File: config.mk
export PLATFORM = sky130hd
export DESIGN_NAME = dec_select_seq
export DESIGN_NICKNAME = d
export VERILOG_FILES = /design/src/rtl/dec_pkg.sv /design/src/rtl/btn_debounce.sv /design/src/rtl/dec_select_seq.sv
export SDC_FILE = /design/constraint.sdc
export NUM_CORES = 1
export LEC_CHECK = 0
export ABC_CLOCK_PERIOD_IN_PS = 5800
export CAP_MARGIN = 20
export CORE_UTILIZATION = 41
export DETAILED_ROUTE_END_ITERATION = 6
export MAX_ROUTING_LAYER = met4
export PLACE_DENSITY_LB_ADDON = 0.15
export SYNTH_ARGS = -nofsm -noshare
export SYNTH_HDL_FRONTEND = slang
export SYNTH_SLANG_ARGS = --single-unit
File: constraint.sdc
create_clock -name clk -period 5.8 [get_ports clk]
set_input_delay 1.74 -clock clk [delete_from_list [all_inputs] [get_ports clk]]
set_output_delay 1.74 -clock clk [all_outputs]
set_load 0.01 [all_outputs]
File: src/rtl/dec_pkg.sv
// Shared types and constants for the 7-segment select sequencer.
// Select width, select codes, direction codes and the wrap helper.
package dec_pkg;

  localparam int SEL_W = 2;

  localparam logic [SEL_W-1:0] SEL_0 = 2'd0;
  localparam logic [SEL_W-1:0] SEL_1 = 2'd1;
  localparam logic [SEL_W-1:0] SEL_2 = 2'd2;
  localparam logic [SEL_W-1:0] SEL_3 = 2'd3;

  localparam logic DIR_UP = 1'b1;
  localparam logic DIR_DN = 1'b0;

  // Next select value with wrap at max.
  // Out-of-range values recover: up goes to 0,
  // down goes to max.
  function automatic logic [SEL_W-1:0] sel_next(
    input logic [SEL_W-1:0] cur,
    input logic             up,
    input logic [SEL_W-1:0] max
  );
    logic [SEL_W-1:0] nxt;
    nxt = cur;
    if (up == DIR_UP) begin
      if (cur >= max) nxt = SEL_0;
      else            nxt = cur + 1'b1;
    end else begin
      if (cur == SEL_0 || cur > max) nxt = max;
      else                           nxt = cur - 1'b1;
    end
    return nxt;
  endfunction

endpackage

File: src/rtl/btn_debounce.sv
// Push-button conditioning: 2-flop sync, counter debounce, rise pulse.
// Ports: clk, rst_n, btn_raw in; btn_level, btn_rise (1 clk) out.
module btn_debounce #(
  parameter int DEB_CYCLES = 250000
) (
  input  logic clk,
  input  logic rst_n,
  input  logic btn_raw,
  output logic btn_level,
  output logic btn_rise
);

  localparam int CW =
    (DEB_CYCLES > 1) ? $clog2(DEB_CYCLES) : 1;
  localparam logic [CW-1:0] CNT_LAST =
    CW'(DEB_CYCLES - 1);

  logic          sync1;
  logic          sync2;
  logic          level_d;
  logic [CW-1:0] cnt;

  always_ff @(posedge clk or negedge rst_n) begin
    if (!rst_n) begin
      sync1 <= 1'b0;
      sync2 <= 1'b0;
    end else begin
      sync1 <= btn_raw;
      sync2 <= sync1;
    end
  end

  // Any sample agreeing with the accepted level
  // restarts the stability count.
  always_ff @(posedge clk or negedge rst_n) begin
    if (!rst_n) begin
      cnt       <= '0;
      btn_level <= 1'b0;
    end else if (sync2 == btn_level) begin
      cnt <= '0;
    end else if (cnt == CNT_LAST) begin
      cnt       <= '0;
      btn_level <= sync2;
    end else begin
      cnt <= cnt + 1'b1;
    end
  end

  // Registered edge so the pulse is a clean flop output.
  always_ff @(posedge clk or negedge rst_n) begin
    if (!rst_n) begin
      level_d  <= 1'b0;
      btn_rise <= 1'b0;
    end else begin
      level_d  <= btn_level;
      btn_rise <= btn_level & ~level_d;
    end
  end

endmodule

File: src/rtl/dec_select_seq.sv
// Select sequencer for the 7-segment decoder: steps {s1,s0} on press/tick.
// Ports: clk, rst_n, btn_step, dir, auto_en in; s0, s1, step_pulse out.
module dec_select_seq
  import dec_pkg::*;
#(
  parameter int DEB_CYCLES = 250000,
  parameter int TICK_DIV   = 50000000,
  parameter int MAX_VAL    = 2
) (
  input  logic clk,
  input  logic rst_n,
  input  logic btn_step,
  input  logic dir,
  input  logic auto_en,
  output logic s0,
  output logic s1,
  output logic step_pulse
);

  localparam int PW =
    (TICK_DIV > 1) ? $clog2(TICK_DIV) : 1;
  localparam logic [PW-1:0] PRE_LAST =
    PW'(TICK_DIV - 1);
  localparam logic [SEL_W-1:0] MAXV =
    SEL_W'(MAX_VAL);

  logic             btn_level;
  logic             btn_rise;
  logic [PW-1:0]    pre;
  logic             tick;
  logic             press;
  logic             req;
  logic [SEL_W-1:0] sel;

  btn_debounce #(
    .DEB_CYCLES(DEB_CYCLES)
  ) u_deb (
    .clk      (clk),
    .rst_n    (rst_n),
    .btn_raw  (btn_step),
    .btn_level(btn_level),
    .btn_rise (btn_rise)
  );

  // A rise only counts while the level is still high.
  // Press and tick merge into one request, so a
  // coincident pair yields a single step.
  always_comb begin
    tick  = auto_en && (pre == PRE_LAST);
    press = btn_rise & btn_level;
    req   = press | tick;
  end

  // Held at 0 while disabled: re-enable gives a full period.
  always_ff @(posedge clk or negedge rst_n) begin
    if (!rst_n)       pre <= '0;
    else if (!auto_en) pre <= '0;
    else if (tick)    pre <= '0;
    else              pre <= pre + 1'b1;
  end

  always_ff @(posedge clk or negedge rst_n) begin
    if (!rst_n) begin
      sel        <= SEL_0;
      step_pulse <= 1'b0;
    end else begin
      step_pulse <= req;
      if (req) sel <= sel_next(sel, dir, MAXV);
    end
  end

  assign s0 = sel[0];
  assign s1 = sel[1];

endmodule
---- Word level (Yosys, flattened, before mapping) ----
Cells that the tools add are included.
W data, S select, Z words.
storage, ports and cells
  bits in registers ....................... 52
  bits in latches ......................... 0
  RAM bits ................................ 0
  memory bits (read-only) ................. 0
  bits of input ports ..................... 5
  output and inout port bits .............. 3
  memories kept ........................... 0
operators by class
  $add $sub $neg .......................... 4
  multiply operators ...................... 0
  div/mod/pow operators ................... 0
  $lt $le $gt $ge ......................... 2
  eq/ne operators ......................... 3
  shift operators ......................... 0
  multiplexer cells ....................... 7
  bitwise operators ....................... 5
  reduce and logical (&&, ||, !) cells .... 4
operator list
  operator                 number
  $mux W26                 2
  $mux W18                 2
  $add A26 B1 Y26 const B  1
  $eq A26 B26 Y1 const B   1
  $add A18 B1 Y18 const B  1
  $eq A18 B18 Y1 const B   1
  $mux W2                  3
  $add A2 B1 Y2 const B    1
  $and A1 B1 Y1            2
  $ge A2 B2 Y1 const B     1
  $gt A2 B2 Y1 const B     1
  $logic_not A2 Y1         1
  $not A1 Y1               2
  $reduce_and A2 Y1        1
  $sub A2 B1 Y2 const B    1
  $eq A1 B1 Y1             1
  $logic_and A1 B1 Y1      1
  $logic_or A1 B1 Y1       1
  $or A1 B1 Y1             1

---- Logic depth before layout (Yosys ltp) ----
  depth in word-level cells ............... 4
  mapped depth ............................ 6
  depth with buffers taken out ............ 5

---- By module ----
Synthesis repeated with hierarchy kept, for this count alone.
second synthesis, totals
  cell total of the unflattened synthesis .. 262
  area, all modules ....................... 2,642.5 µm²
by module, submodules not included
  module          instances  cells an instance  area each (µm²)
  dec_select_seq  1          161                1,556.5
  btn_debounce    1          101                1,086.0

---- Worst setup path after synthesis ----
Ideal clock, no wire load.
  path type ............................... input to register
  from .................................... input port auto_en
  to ...................................... register pre[23]
  library setup time ...................... 0.134 ns
  arrival ................................. 2.617 ns
  required time ........................... 5.666 ns
  path slack .............................. 3.049 ns
  stages on the path ...................... 5
  buffers on the path ..................... 1
  path through ............................ and3b_1 nand4_1 o21ai_1 buf_2 a21oi_1
between the ends
  longest elaborated chain between the ends .. 3
RTL lines
  element               line                  text
  start, declared       dec_select_seq.sv:14  input logic auto_en,
  $logic_and A1 B1 Y1   dec_select_seq.sv:49  tick = auto_en && (pre == PRE_LAST);
  $mux W26              dec_select_seq.sv:58  else if (tick) pre <= '0;
  $mux W26 (*)          dec_select_seq.sv:57  else if (!auto_en) pre <= '0;
  end signal, assigned  dec_select_seq.sv:59  else pre <= pre + 1'b1;
  end, declared         dec_select_seq.sv:29  logic [PW-1:0] pre;
Mark *: on every way between the ends. The rest lies on a longest branch, timed or not.
A chain may end at the register's enable or synchronous reset.

---- Worst setup path in the final report ----
  from .................................... register sel[0]
  to ...................................... output port s0
RTL lines
  element                 line                  text
  start, declared         dec_select_seq.sv:33  logic [SEL_W-1:0] sel;
  start signal, assigned  dec_select_seq.sv:68  if (req) sel <= sel_next(sel, dir, MAXV);
  end, declared           dec_select_seq.sv:15  output logic s0,
No word-level cell between the ends.

==> results by group <==
Yosys
  • Post-synth top cells: 52 x dfrtp_1, 33 x nor2_1, 17 x nand2_1, 15 x xnor2_1
  • Synthesized Nets: 273
  • Async SR Flop Fraction: 100%
  • Synth Register Bits: 52
  • Seq/Total Area, Yosys: 50.1%
  • Synthesized cell area: 2590 sq um
  • Synth top area share: 50.1%
  • Count of different cell masters after synthesis: 36
  • Syn Inst Count: 262
  • Top-count cell post-synth: dfrtp_1
  • Number of enable flip-flop cells after synthesis: 0
  • Top FF cell, synth: dfrtp_1
  • Syn avg cell area: 9.90 sq um
  • Cell taking the most area after synthesis: dfrtp_1
  • Top cells by area, synth: dfrtp_1 50%, xnor2_1 5.1%, nor2_1 4.8%
  • Synthesis Warnings: 0

Finish
  • # diodes: 0
  • Area occupied by multi-input gates: 1230 sq um
  • Final Non-Filler Cells: 347
  • NumNets Final: 282
  • Register Area: 1300 sq um
  • Fillcell total: 580
  • Synth-to-layout area growth: 9.84%
  • Share of cells above drive strength 1: 7.35%

Placed design
  • GP Congestion: 0.733
  • Post-Place Cells: 339
  • I/O Buffers: 7
  • DP HPWL: 3380 um

Die
  • Die Y: 81.6 um
  • Initial core utilization: 43.1%
  • Core area: 6030 sq um
  • Die footprint: 6650 sq um
  • Chip width: 81.6 um
  • IO Count: 8
  • Row count: 28

Setup path
  • Crit-path max FO: 3
  • Crit Path Class: register to primary output
  • Slowest stage delay, CP: 0.54 ns
  • Worst EP required: 4.06 ns
  • Worst r2r path cells: 5
  • CP max stage cell: clkdlybuf4s50_1
  • Critical path buffer and inverter count: 1
  • Crit. path cell count: 1
  • Startpoint types: register
  • Crit-path cells: clkdlybuf4s50_1
  • Crit path DAT: 1.23 ns
  • CP top delay family: buffers and inverters
  • CP Capture Type: primary output

Global routing
  • Largest net degree at the start of global routing: 53
  • GRT Residual Overflow: 0
  • Vias in the first global route: 1,814
  • Initial antenna violation count: 0
  • First-pass GRT wire length: 8560 um
  • All-Layer GR Usage: 17.5%

STA
  • Final cycle utilization of the critical path: 51.2%
  • Final TNS setup: 0 ns
  • Worst Tran Pin Value: 0.948 ns
  • Final Setup Violations: 0
  • Clock Skew: 0.00881 ns
  • RSZ-0062 raised after global routing: false
  • Final min period: 2.97 ns
  • Worst relative slew slack: 36.1%
  • Final Hold Fails: 0
  • F_max: 337 MHz
  • Max Slew Vio Count: 0

Drt
  • Via density per instance: 5.58
  • DRC viols: 0
  • TritonRoute pass-1 iters: 4
  • Avg WL per Cell: 14.4 um
  • Overall via count from detail_route: 1,936
  • First DRT Iteration DRCs: 169
  • Final WL: 4980 um
  • DRT antenna net count: 0

Clock tree
  • CTS tree: done
  • Worst-skew pair later-pin latency: 0.30 ns
  • Post-CTS setup repair buffer count: 0
  • CTS max path bufs: 2
  • Clock transition at the registers of the reported paths: 0.09 ns
  • Post_cts resized: 0
  • TritonCTS buffer count: 5
  • CTS root buffer: clkbuf_8
  • Hold buffers post-CTS: 0
  • CTS H-Tree Depth: 2
  • # clock sinks: 52

Pwr
  • Power Density: 225 nW/um^2
  • Cell leakage power: 0.00111 uW
  • Worst VDD drop: 0.132 mV

Run
  • # Max-Cap Violations: 0

Hold path
  • Worst hold path stage count: 0
  • Hold Crit Class: register to register

Run status
  • Status: finished clean
-- cells by family after synthesis --
| logic type | share of synthesized area, % |
|---|---|
| mux | 1.59 |
| buf+inv | 2.46 |
| fa+ha+maj | 2.89 |
| xor+xnor | 8.78 |
| compound gates | 7.86 |
| simple gates | 26.3 |
| flops | 50.1 |
-- through the flow --
step / power (uW) / setup slack [ns] / area [sq um] / hold WS [ns] / util, %
after floorplan: 390 / 3.05 / 2590 / 0.331 / -
after global placement: 405 / 2.59 / 2740 / 0.367 / 45.5
after detailed placement: 406 / 2.52 / 2740 / 0.371 / 45.5
after CTS: 654 / 2.81 / 2850 / 0.393 / 47.3
after global routing: 673 / 2.74 / 2850 / 0.389 / 47.3
final: 642 / 2.83 / 2850 / 0.385 / 47.3
-- cells in the final DEF (no fill, tap or decap), types with 2 or more instances in the layout --
cell type	instances
o21ai_0	10
nor4_1	8
ha_1	6
o31ai_1	4
buf_4	3
xor2_1	11
and4_1	5
inv_1	8
dfrtp_1	52
nor2_1	33
or4_1	7
xnor2_1	15
nand2_1	17
nand4_1	12
o21ai_1	2
clkbuf_8	5
a21oi_1	14
and3_1	2
mux2i_1	3
clkdlybuf4s50_1	6
nand3b_1	2
nor4b_1	2
nor3_1	4
nand3_1	14
or3_1	11
-- registers in the layout, summed over array words and instances, names as in the netlist --
register         cells
u_deb.cnt           18
step_pulse           1
pre                 26
u_deb.btn_level      1
sel                  2
u_deb.sync2          1
u_deb.btn_rise       1
u_deb.sync1          1
u_deb.level_d        1
-- layout make-up --
cell class / count / share of cell area, %
timing repair buffer: 10 / 3.07
multi-input combinational: 194 / 43.2
clock inverter: 2 / 1.23
inverter: 8 / 1.05
sequential: 52 / 45.7
tap: 75 / 3.29
clock buffer: 6 / 2.55
-- power by group --
| part | switching [uW] | leakage, uW | total [uW] | internal, uW |
|---|---|---|---|---|
| combinational | 17.1 | 0.000338 | 25.8 | 8.71 |
| sequential | 4.92 | 0.000715 | 372 | 367 |
| clock | 117 | 0.0000552 | 245 | 128 |
| total | 139 | 0.00111 | 642 | 504 |
-- layer usage --
layer  up-vias  global-route usage [%]  wire, um
li1        959                       -         -
met1       946                    24.3      2610
met2        26                    25.4      2150
met3         5                    3.78       163
met4         0                    5.71        61
met5         -                       -         0
-- worst paths after layout --
| path | slack [ns] | end | start |
|---|---|---|---|
| hold reg to reg | 0.39 | u_deb.sync2 | u_deb.sync1 |
| max in group asynchronous | 3.80 | pre[15] | rst_n |
| hold / removal | 0.39 | u_deb.sync2 | u_deb.sync1 |
| min in group asynchronous | 1.54 | sel[0] | rst_n |
| setup reg to reg | 3.57 | u_deb.cnt[9] | u_deb.cnt[0] |
| setup / recovery | 2.83 | s0 | sel[0] |
No activity file was read; power rests on OpenSTA's default activity.
